--- src/rtl/fifo_wr_arbiter.sv ---
// Round-robin arbiter sharing one FIFO write port among NUM_REQ producers, with bounded bursts.
// Zero-latency combinational grant; fifo_full blocks all grants and freezes the burst budget.
module fifo_wr_arbiter #(
  parameter int NUM_REQ   = 4,
  parameter int WIDTH     = 8,
  parameter int MAX_BURST = 4,
  parameter int CNT_WIDTH = 16,
  parameter int PTR_WIDTH = $clog2(NUM_REQ)
) (
  input  logic                     clk,
  input  logic                     res,
  input  logic [NUM_REQ-1:0]       req,
  input  logic [NUM_REQ*WIDTH-1:0] req_data,
  output logic [NUM_REQ-1:0]       gnt,
  input  logic                     fifo_full,
  output logic                     fifo_wr_en,
  output logic [WIDTH-1:0]         fifo_wdata,
  output logic [PTR_WIDTH-1:0]     owner,
  output logic                     busy,
  output logic [CNT_WIDTH-1:0]     wr_cnt,
  output logic [CNT_WIDTH-1:0]     stall_cnt
);

  localparam int BC_W = $clog2(MAX_BURST + 1);

  typedef enum logic {IDLE, BURST} state_t;

  state_t               state, state_nxt;
  logic [PTR_WIDTH-1:0] rr_ptr, rr_ptr_nxt, owner_nxt;
  logic [PTR_WIDTH-1:0] owner_inc, base, cand, win_idx, gnt_idx;
  logic [BC_W-1:0]      burst_cnt, burst_cnt_nxt;
  logic                 win_vld, hold_owner, gnt_vld;

  function automatic logic [PTR_WIDTH-1:0] ptr_inc(input logic [PTR_WIDTH-1:0] p);
    return (p == PTR_WIDTH'(NUM_REQ - 1)) ? '0 : p + 1'b1;
  endfunction

  // A dropped owner re-arbitrates from owner+1 in the same cycle; IDLE searches from rr_ptr.
  always_comb begin
    owner_inc = ptr_inc(owner);
    base      = (state == BURST) ? owner_inc : rr_ptr;
    win_vld   = 1'b0;
    win_idx   = '0;
    cand      = '0;
    for (int k = NUM_REQ - 1; k >= 0; k--) begin
      cand = PTR_WIDTH'((int'(base) + k) % NUM_REQ);
      if (req[cand]) begin
        win_vld = 1'b1;
        win_idx = cand;
      end
    end
  end

  always_comb begin
    hold_owner = (state == BURST) && req[owner];
    gnt_vld    = res && !fifo_full && (hold_owner || win_vld);
    gnt_idx    = hold_owner ? owner : win_idx;
    gnt        = gnt_vld ? (NUM_REQ'(1) << gnt_idx) : '0;
    fifo_wr_en = gnt_vld;
    fifo_wdata = gnt_vld ? req_data[gnt_idx*WIDTH +: WIDTH] : '0;
    busy       = (state == BURST);
  end

  always_comb begin
    state_nxt     = state;
    rr_ptr_nxt    = rr_ptr;
    owner_nxt     = owner;
    burst_cnt_nxt = burst_cnt;
    if (gnt_vld) begin
      if (hold_owner) begin
        burst_cnt_nxt = burst_cnt + 1'b1;
        if (burst_cnt_nxt == BC_W'(MAX_BURST)) begin
          state_nxt  = IDLE;
          rr_ptr_nxt = owner_inc;
        end
      end else begin
        owner_nxt     = win_idx;
        burst_cnt_nxt = BC_W'(1);
        if (MAX_BURST == 1) begin
          state_nxt  = IDLE;
          rr_ptr_nxt = ptr_inc(win_idx);
        end else begin
          state_nxt = BURST;
        end
      end
    end else if (!fifo_full && state == BURST) begin
      state_nxt  = IDLE;
      rr_ptr_nxt = owner_inc;
    end
  end

  always_ff @(posedge clk or negedge res) begin
    if (!res) begin
      state     <= IDLE;
      rr_ptr    <= '0;
      owner     <= '0;
      burst_cnt <= '0;
      wr_cnt    <= '0;
      stall_cnt <= '0;
    end else begin
      state     <= state_nxt;
      rr_ptr    <= rr_ptr_nxt;
      owner     <= owner_nxt;
      burst_cnt <= burst_cnt_nxt;
      if (fifo_wr_en && wr_cnt != '1)
        wr_cnt <= wr_cnt + 1'b1;
      if (fifo_full && |req && stall_cnt != '1)
        stall_cnt <= stall_cnt + 1'b1;
    end
  end

endmodule

--- config.mk ---
export PLATFORM = sky130hd
export DESIGN_NAME = fifo_wr_arbiter
export DESIGN_NICKNAME = d
export VERILOG_FILES = /design/src/rtl/fifo_wr_arbiter.sv
export SDC_FILE = /design/constraint.sdc
export NUM_CORES = 1
export LEC_CHECK = 0
export CAP_MARGIN = 20
export CORE_MARGIN = 5
export CORE_UTILIZATION = 43
export CTS_CLUSTER_SIZE = 8
export DETAILED_ROUTE_END_ITERATION = 8
export PLACE_DENSITY = 0.81
export SYNTH_ARGS = -nofsm -noshare
export SYNTH_HDL_FRONTEND = slang
export SYNTH_SLANG_ARGS = --single-unit
--- constraint.sdc ---
create_clock -name clk -period 3.4 [get_ports clk]
set_clock_uncertainty 0.05 [all_clocks]
set_input_delay 1.02 -clock clk [delete_from_list [all_inputs] [get_ports clk]]
set_output_delay 1.02 -clock clk [all_outputs]
set_load 0.02 [all_outputs]
# Word-level counts from Yosys, hierarchy flattened
# Index checks and enable logic that the tools add are counted.
# W data, S select, Z words.
word_totals:
  register_bits: 40
  inputBits: 39
  out_inout_bits: 48
  elab_cells: 72
op_classes:
  n_addsub: 7
  order_cmp: 5
  eq_ne: 7
  shift: 2
  muxes: 32
  reduce_logical: 13
ops:
  columns: ["cell", "n"]
  rows:
  - ["$add A16 B1 Y16 const B", 2]
  - ["$ne A16 B16 Y1 const B", 2]
  - ["$shiftx A32 B6 Y8", 1]
  - ["$mux W2", 11]
  - ["$lt A2 B3 Y1 const B", 5]
  - ["$mux W1", 13]
  - ["$bmux W1 S2", 5]
  - ["$mux W8", 1]
  - ["$logic_and A1 B1 Y1", 7]
  - ["$add A2 B1 Y2 const B", 2]
  - ["$add A2 B2 Y2 const B", 2]
  - ["$mux W4", 1]
  - ["$ne A2 B1 Y1 const B", 2]
  - ["$reduce_or A4 Y1", 1]
  - ["$shl A1 B2 Y4 const A", 1]
  - ["$add A3 B1 Y3 const B", 1]
  - ["$eq A3 B3 Y1 const B", 1]
  - ["$mux W3", 1]
  - ["$ne A3 B2 Y1 const B", 1]
  - ["$reduce_and A3 Y1", 1]
  - ["$eq A2 B2 Y1 const B", 1]
  - ["$reduce_and A2 Y1", 1]
  - ["$reduce_bool A2 Y1", 1]
  - ["$logic_not A1 Y1", 1]
  - ["$logic_or A1 B1 Y1", 1]

# Longest topological paths before layout
depth:
  depth_word: 14
  ltp_mapped: 9
  ltp_nobuf: 8

# Least setup slack after synthesis
# OpenSTA, ideal clock, no wires.
synth_path:
  path_kind: "reg-to-output"
  startpoint: "register owner[0]"
  endpoint: "output gnt[0]"
  arrival_ps: 2550
  required_time_ps: 2330
  slack_ps: -220
  path_stages_with_launch: 10
  n_path_buf: 2
  path_cell_list: "dfrtp_1 > ha_1 > mux2i_1 > nand2_1 > o211ai_2 > and2_1 > buf_2 > buf_2 > a21oi_1 > nor3_1"
synth_via:
  elab_chain_len: 13
  elab_cells_between_ends: 31
  classes_between: "add/sub: 4; eq/ne: 1; shift: 1; mux: 22; reduce/logical: 3"
synth_rtl:
  columns: ["element", "line", "source"]
  rows:
  - ["from (decl)", "18", "output logic [PTR_WIDTH-1:0] owner,"]
  - ["from (signal assigned)", "103", "owner <= owner_nxt;"]
  - ["$add A2 B1 Y2 / $eq A2 B2 Y1 (equally long branches)", "35", "return (p == PTR_WIDTH'(NUM_REQ - 1)) ? '0 : p + 1'b1;"]
  - ["$mux W2 *", "35", null]
  - ["via owner_inc[1]", "30", "logic [PTR_WIDTH-1:0] owner_inc, base, cand, win_idx, gnt_idx;"]
  - ["$mux W2 *", "41", "base = (state == BURST) ? owner_inc : rr_ptr;"]
  - ["$add A2 B2 Y2", "46", "cand = PTR_WIDTH'((int'(base) + k) % NUM_REQ);"]
  - ["$bmux W1 S2", "47", "if (req[cand]) begin"]
  - ["$mux W1 (implied by the code)", "47", null]
  - ["$mux W2 / $mux W1 (equally long branches) (4 in series)", "47", null]
  - ["$mux W2 / $logic_or A1 B1 Y1 (equally long branches)", null, null]
  - ["$shl A1 B2 Y4 / $logic_and A1 B1 Y1 (equally long branches)", "58, 56", null]
  - ["$mux W4 *", "58", "gnt = gnt_vld ? (NUM_REQ'(1) << gnt_idx) : '0;"]
  - ["to (decl)", "14", "output logic [NUM_REQ-1:0] gnt,"]
# Mark *: on every way through the listed nets, which the timed path passes. The rest lies on a longest branch. The select of a mux whose other input is x is not followed.

# Worst setup path after layout
layout_path:
  startpoint: "input req[2]"
  endpoint: "output fifo_wdata[3]"
layout_via:
  elab_chain_len: 9
  elab_cells_between_ends: 24
  classes_between: "shift: 1; mux: 20; reduce/logical: 3"
layout_rtl:
  columns: ["element", "line", "source"]
  rows:
  - ["from (decl)", "12", "input logic [NUM_REQ-1:0] req,"]
  - ["$bmux W1 S2", "47", null]
  - ["$mux W1 (implied by the code)", "47", null]
  - ["$mux W2 / $mux W1 (equally long branches) (4 in series)", "47", null]
  - ["$mux W2 / $logic_or A1 B1 Y1 (equally long branches)", null, null]
  - ["$shiftx A32 B6 Y8 / $logic_and A1 B1 Y1 (equally long branches)", "60, 56", null]
  - ["$mux W8 *", "60", "fifo_wdata = gnt_vld ? req_data[gnt_idx*WIDTH +: WIDTH] : '0;"]
  - ["to (decl)", "17", "output logic [WIDTH-1:0] fifo_wdata,"]
# Every way passes the cells marked *; elsewhere a longest branch is shown, timed or not. The select of a mux whose other input is x is not followed.

==> impl_results.md <==
* Outcome: complete, but fails checks
* Violated checks: negative setup slack
* Clock Latency Late Sink at about 0.29 ns
* Synthesized net count at roughly 380
* Setup slack on the worst flop-to-flop path at 0.51 ns
* Count of state elements after synthesis at 40
* Critical path endpoint category: output port
* Post-synthesis area per instance at 8.82 µm²
* Sequential fraction of the synthesis area at 0.341
* Final Max Tran Viols at 0
* Post-synthesis cell area at roughly 3000 µm²
* Worst hold-check path type: reg -> reg
* DR iter-0 viols at approximately 280
* Estimated wirelength of the detail-placed design at approximately 6500 µm
* Residual overflow from global routing at 0
* Number of synthesis warnings at 0
* I/O pin count at 87
* Total routed wirelength at approximately 11,000 µm
* Share of the clock period used by the worst path after layout at 1.13
* Internal power summed over all cells at 0.00232 W
* Vert. Die Dim at between 90 and 100 µm
* Switching share of total power at 0.444
* Post-Synth XOR/XNOR Area at 0.0835
* Count of vias placed by the detailed router at around 3,400
* Transition time at the pin with the least slew margin at around 0.52 ns
* Total iterations of the first detailed-routing run at 5
* Antenna fix cells at 0
* Most frequent standard cell in the layout excluding fill and tap cells: sky130_fd_sc_hd__clkdlybuf4s50_1
* Sw power at between 0.0015 and 0.002 W
* Number of antenna violations at the first check in global routing at 0
* Post-layout util at 0.719
* Effective utilization at floorplan at 0.437
* Site row count at 30
* Number of clock sinks seen by CTS at 40
* Critical path fanouts, max at 16
* Clk pwr share at 0.093
* Combinational group share of total power at 0.720
* Die area at between 8000 and 9000 µm²
* Crit Path Category: in -> out
* Maximum root-to-sink buffer count at 2
* Sequential cell fraction of total power at 0.188
* Max Fclk at 261 MHz
* Final hold violations at 0
* Dominant combinational cell family by area after synthesis: simple AND/OR/NAND/NOR gates
* Via-per-instance ratio at roughly 6.2
* Slew headroom at 0.652
* Number of standard cells after synthesis at 333
* Commonest cells after routing, fill and taps aside: sky130_fd_sc_hd__clkdlybuf4s50_1, sky130_fd_sc_hd__nand2_1, sky130_fd_sc_hd__buf_4
* Maximum number of pins on one net before global-route repair at 44
* Post-CTS Hold Fix Bufs at 0
* RSZ-0062 raised after global routing: true
* Fin crit period at around 3.8 ns
* Predominant post-synthesis flop cell: sky130_fd_sc_hd__dfrtp_1
* Post-Route Hold Slack at roughly 0.45 ns
* Number of design rule violations left after detail routing at 0
* Global routing usage summed across all routing layers at 0.242
* Routability congestion estimate from global placement at just under 0.9
* Setup tns final at -5.32 ns
* Port Buffers at 86
* Data required time at the worst endpoint at 2.33 ns
* Leak at between 2 and 2.5 nW
* Clock Root Buffer: sky130_fd_sc_hd__clkbuf_8
* Clock H-tree levels at 2
* Synth Area in Compound Gates at 0.205
* Share of cells above drive strength 1 at 0.303
* Synthesis-to-finish area growth at 64.5%
* Clock-pin slew of the registers on the worst-case setup and hold paths at roughly 0.08 ns
* Number of buffers inserted during clock tree synthesis at 5
* Worst Setup Start Kind: primary input
* Final-stage net count at about 520
* Count of flip-flops with a built-in enable after synthesis at 0
* Vias in the first global route at 3,470
* CTS tree: yes
* Wire length of the first global-routing pass at ~17,000 µm
* VDD IR-drop max at around 0.45 mV
* Smallest setup slack after layout at -0.435 ns
* Area share of the largest cell type after synthesis at 0.341
* Antenna Nets Post-Route at 0
* Critical Path AT at 2.76 ns
* Dominant cells by area after synthesis: sky130_fd_sc_hd__dfrtp_1, sky130_fd_sc_hd__xor2_1, sky130_fd_sc_hd__nand2_1, sky130_fd_sc_hd__nand4_1, sky130_fd_sc_hd__nor3_1
* Post-Synth Simple-Gate Area at 0.260
* Number of max-capacitance violations reported at 0
* Mean routed wirelength per cell at about 20 µm
* Most area-hungry cell type in the Yosys netlist: sky130_fd_sc_hd__dfrtp_1
* Die width at about 93 µm
* Std-Cell Core Area at ~6700 µm²
* Adder and majority gate portion of the synthesized area at 0.0213
* Final number of setup-violating endpoints at 13
* Fraction of registers with async set/reset at 1.00
* Areal power density over the cells at about 860 nW/µm²
* Multiplexer area fraction after synthesis at 0.0451
* Distinct cell type count of the synthesized netlist at 63
==> metrics by stage <==
step                      setup slack [ns]  instances  power [W]  area [µm²]
after global routing                -0.470        552    0.00437        4830
after CTS                           -0.251        545    0.00390        4710
after global placement               -1.04        520    0.00302        4270
after floorplan                    -0.0527        333    0.00218        3070
after detailed placement             -1.10        520    0.00307        4270
final                               -0.435        552    0.00417        4830
==> cells in the mapped netlist, types with 6 or more instances <==
master                      count
sky130_fd_sc_hd__nand2_1       48
sky130_fd_sc_hd__dfrtp_1       40
sky130_fd_sc_hd__xor2_1        25
sky130_fd_sc_hd__nand4_1       24
sky130_fd_sc_hd__nor3_1        19
sky130_fd_sc_hd__o21ai_0       19
sky130_fd_sc_hd__nor2_1        12
sky130_fd_sc_hd__nand3_1       11
sky130_fd_sc_hd__buf_2          9
sky130_fd_sc_hd__a2bb2oi_1      8
sky130_fd_sc_hd__o2111ai_1      8
sky130_fd_sc_hd__o311a_1        8
sky130_fd_sc_hd__nand2b_1       6
==> flip-flops by register name, summed over array words and instances, names as in the netlist <==
register   cells
stall_cnt     16
wr_cnt        16
burst_cnt      3
owner          2
rr_ptr         2
busy           1
==> power by group through the flow <==
stage / logic, W / registers (W) / clock network [W]
detailed placement: 0.00231 / 0.000763 / 0
CTS: 0.00274 / 0.000773 / 0.000386
floorplan: 0.00132 / 0.000854 / 0
global route: 0.00316 / 0.000803 / 0.000408
finish: 0.00300 / 0.000783 / 0.000386
global placement: 0.00226 / 0.000756 / 0
==> layer usage <==
metal	vias up	global-route usage	part of all wire
li1	1539	-	-
met5	-	0	0
met4	0	0.105	0.041
met1	1659	0.303	0.40
met2	198	0.407	0.50
met3	44	0.0455	0.064
==> path summary, 6_finish.rpt <==
check / from / to / depth (start not counted)
hold / removal: stall_cnt[15]$_DFFE_PN0P_ / stall_cnt[15]$_DFFE_PN0P_ / 1
hold reg to reg: stall_cnt[15]$_DFFE_PN0P_ / stall_cnt[15]$_DFFE_PN0P_ / 1
max in group asynchronous: res / busy$_DFFE_PN0P_ / 2
setup / recovery: req[2] / fifo_wdata[3] / 10
min in group asynchronous: res / stall_cnt[15]$_DFFE_PN0P_ / 2
setup reg to reg: owner[1]$_DFFE_PN0P_ / owner[0]$_DFFE_PN0P_ / 12
==> critical path, stage by stage <==
cell	delay, ns
sky130_fd_sc_hd__buf_8	0.11
sky130_fd_sc_hd__mux2i_4	0.22
sky130_fd_sc_hd__buf_4	0.16
sky130_fd_sc_hd__buf_4	0.11
sky130_fd_sc_hd__o31a_1	0.20
sky130_fd_sc_hd__buf_12	0.16
sky130_fd_sc_hd__nand2_1	0.13
sky130_fd_sc_hd__o21ai_0	0.33
sky130_fd_sc_hd__o311a_4	0.22
sky130_fd_sc_hd__buf_6	0.11
==> logic make-up after synthesis <==
family / count (synthesis)
buffers and inverters: 24
AND/OR/NAND/NOR: 148
XOR/XNOR: 28
adder cells (fa/ha/maj): 5
AO/OA/AOI/OAI: 78
flip-flops: 40
multiplexers: 10
==> area by class of cell <==
type | instances | area (µm²)
fillers | 440 | 1890
clock inverters | 2 | 35.0
inverters | 5 | 23.8
flip-flops and latches | 40 | 1000
multi-input cells | 269 | 2080
clock buffers | 6 | 72.6
repair buffers | 150 | 1520
well taps | 80 | 100
==> timing repair <==
| action | CTS | global route |
|---|---|---|
| gates cloned | 3 | 0 |
| pin swaps | 19 | 5 |
| resized for setup | 141 | 15 |
| setup buffers | 16 | 7 |
| endpoints found under the setup margin | 13 | 13 |
| hold endpoints to repair | 0 | 0 |
No activity file was read; power rests on OpenSTA's default activity.
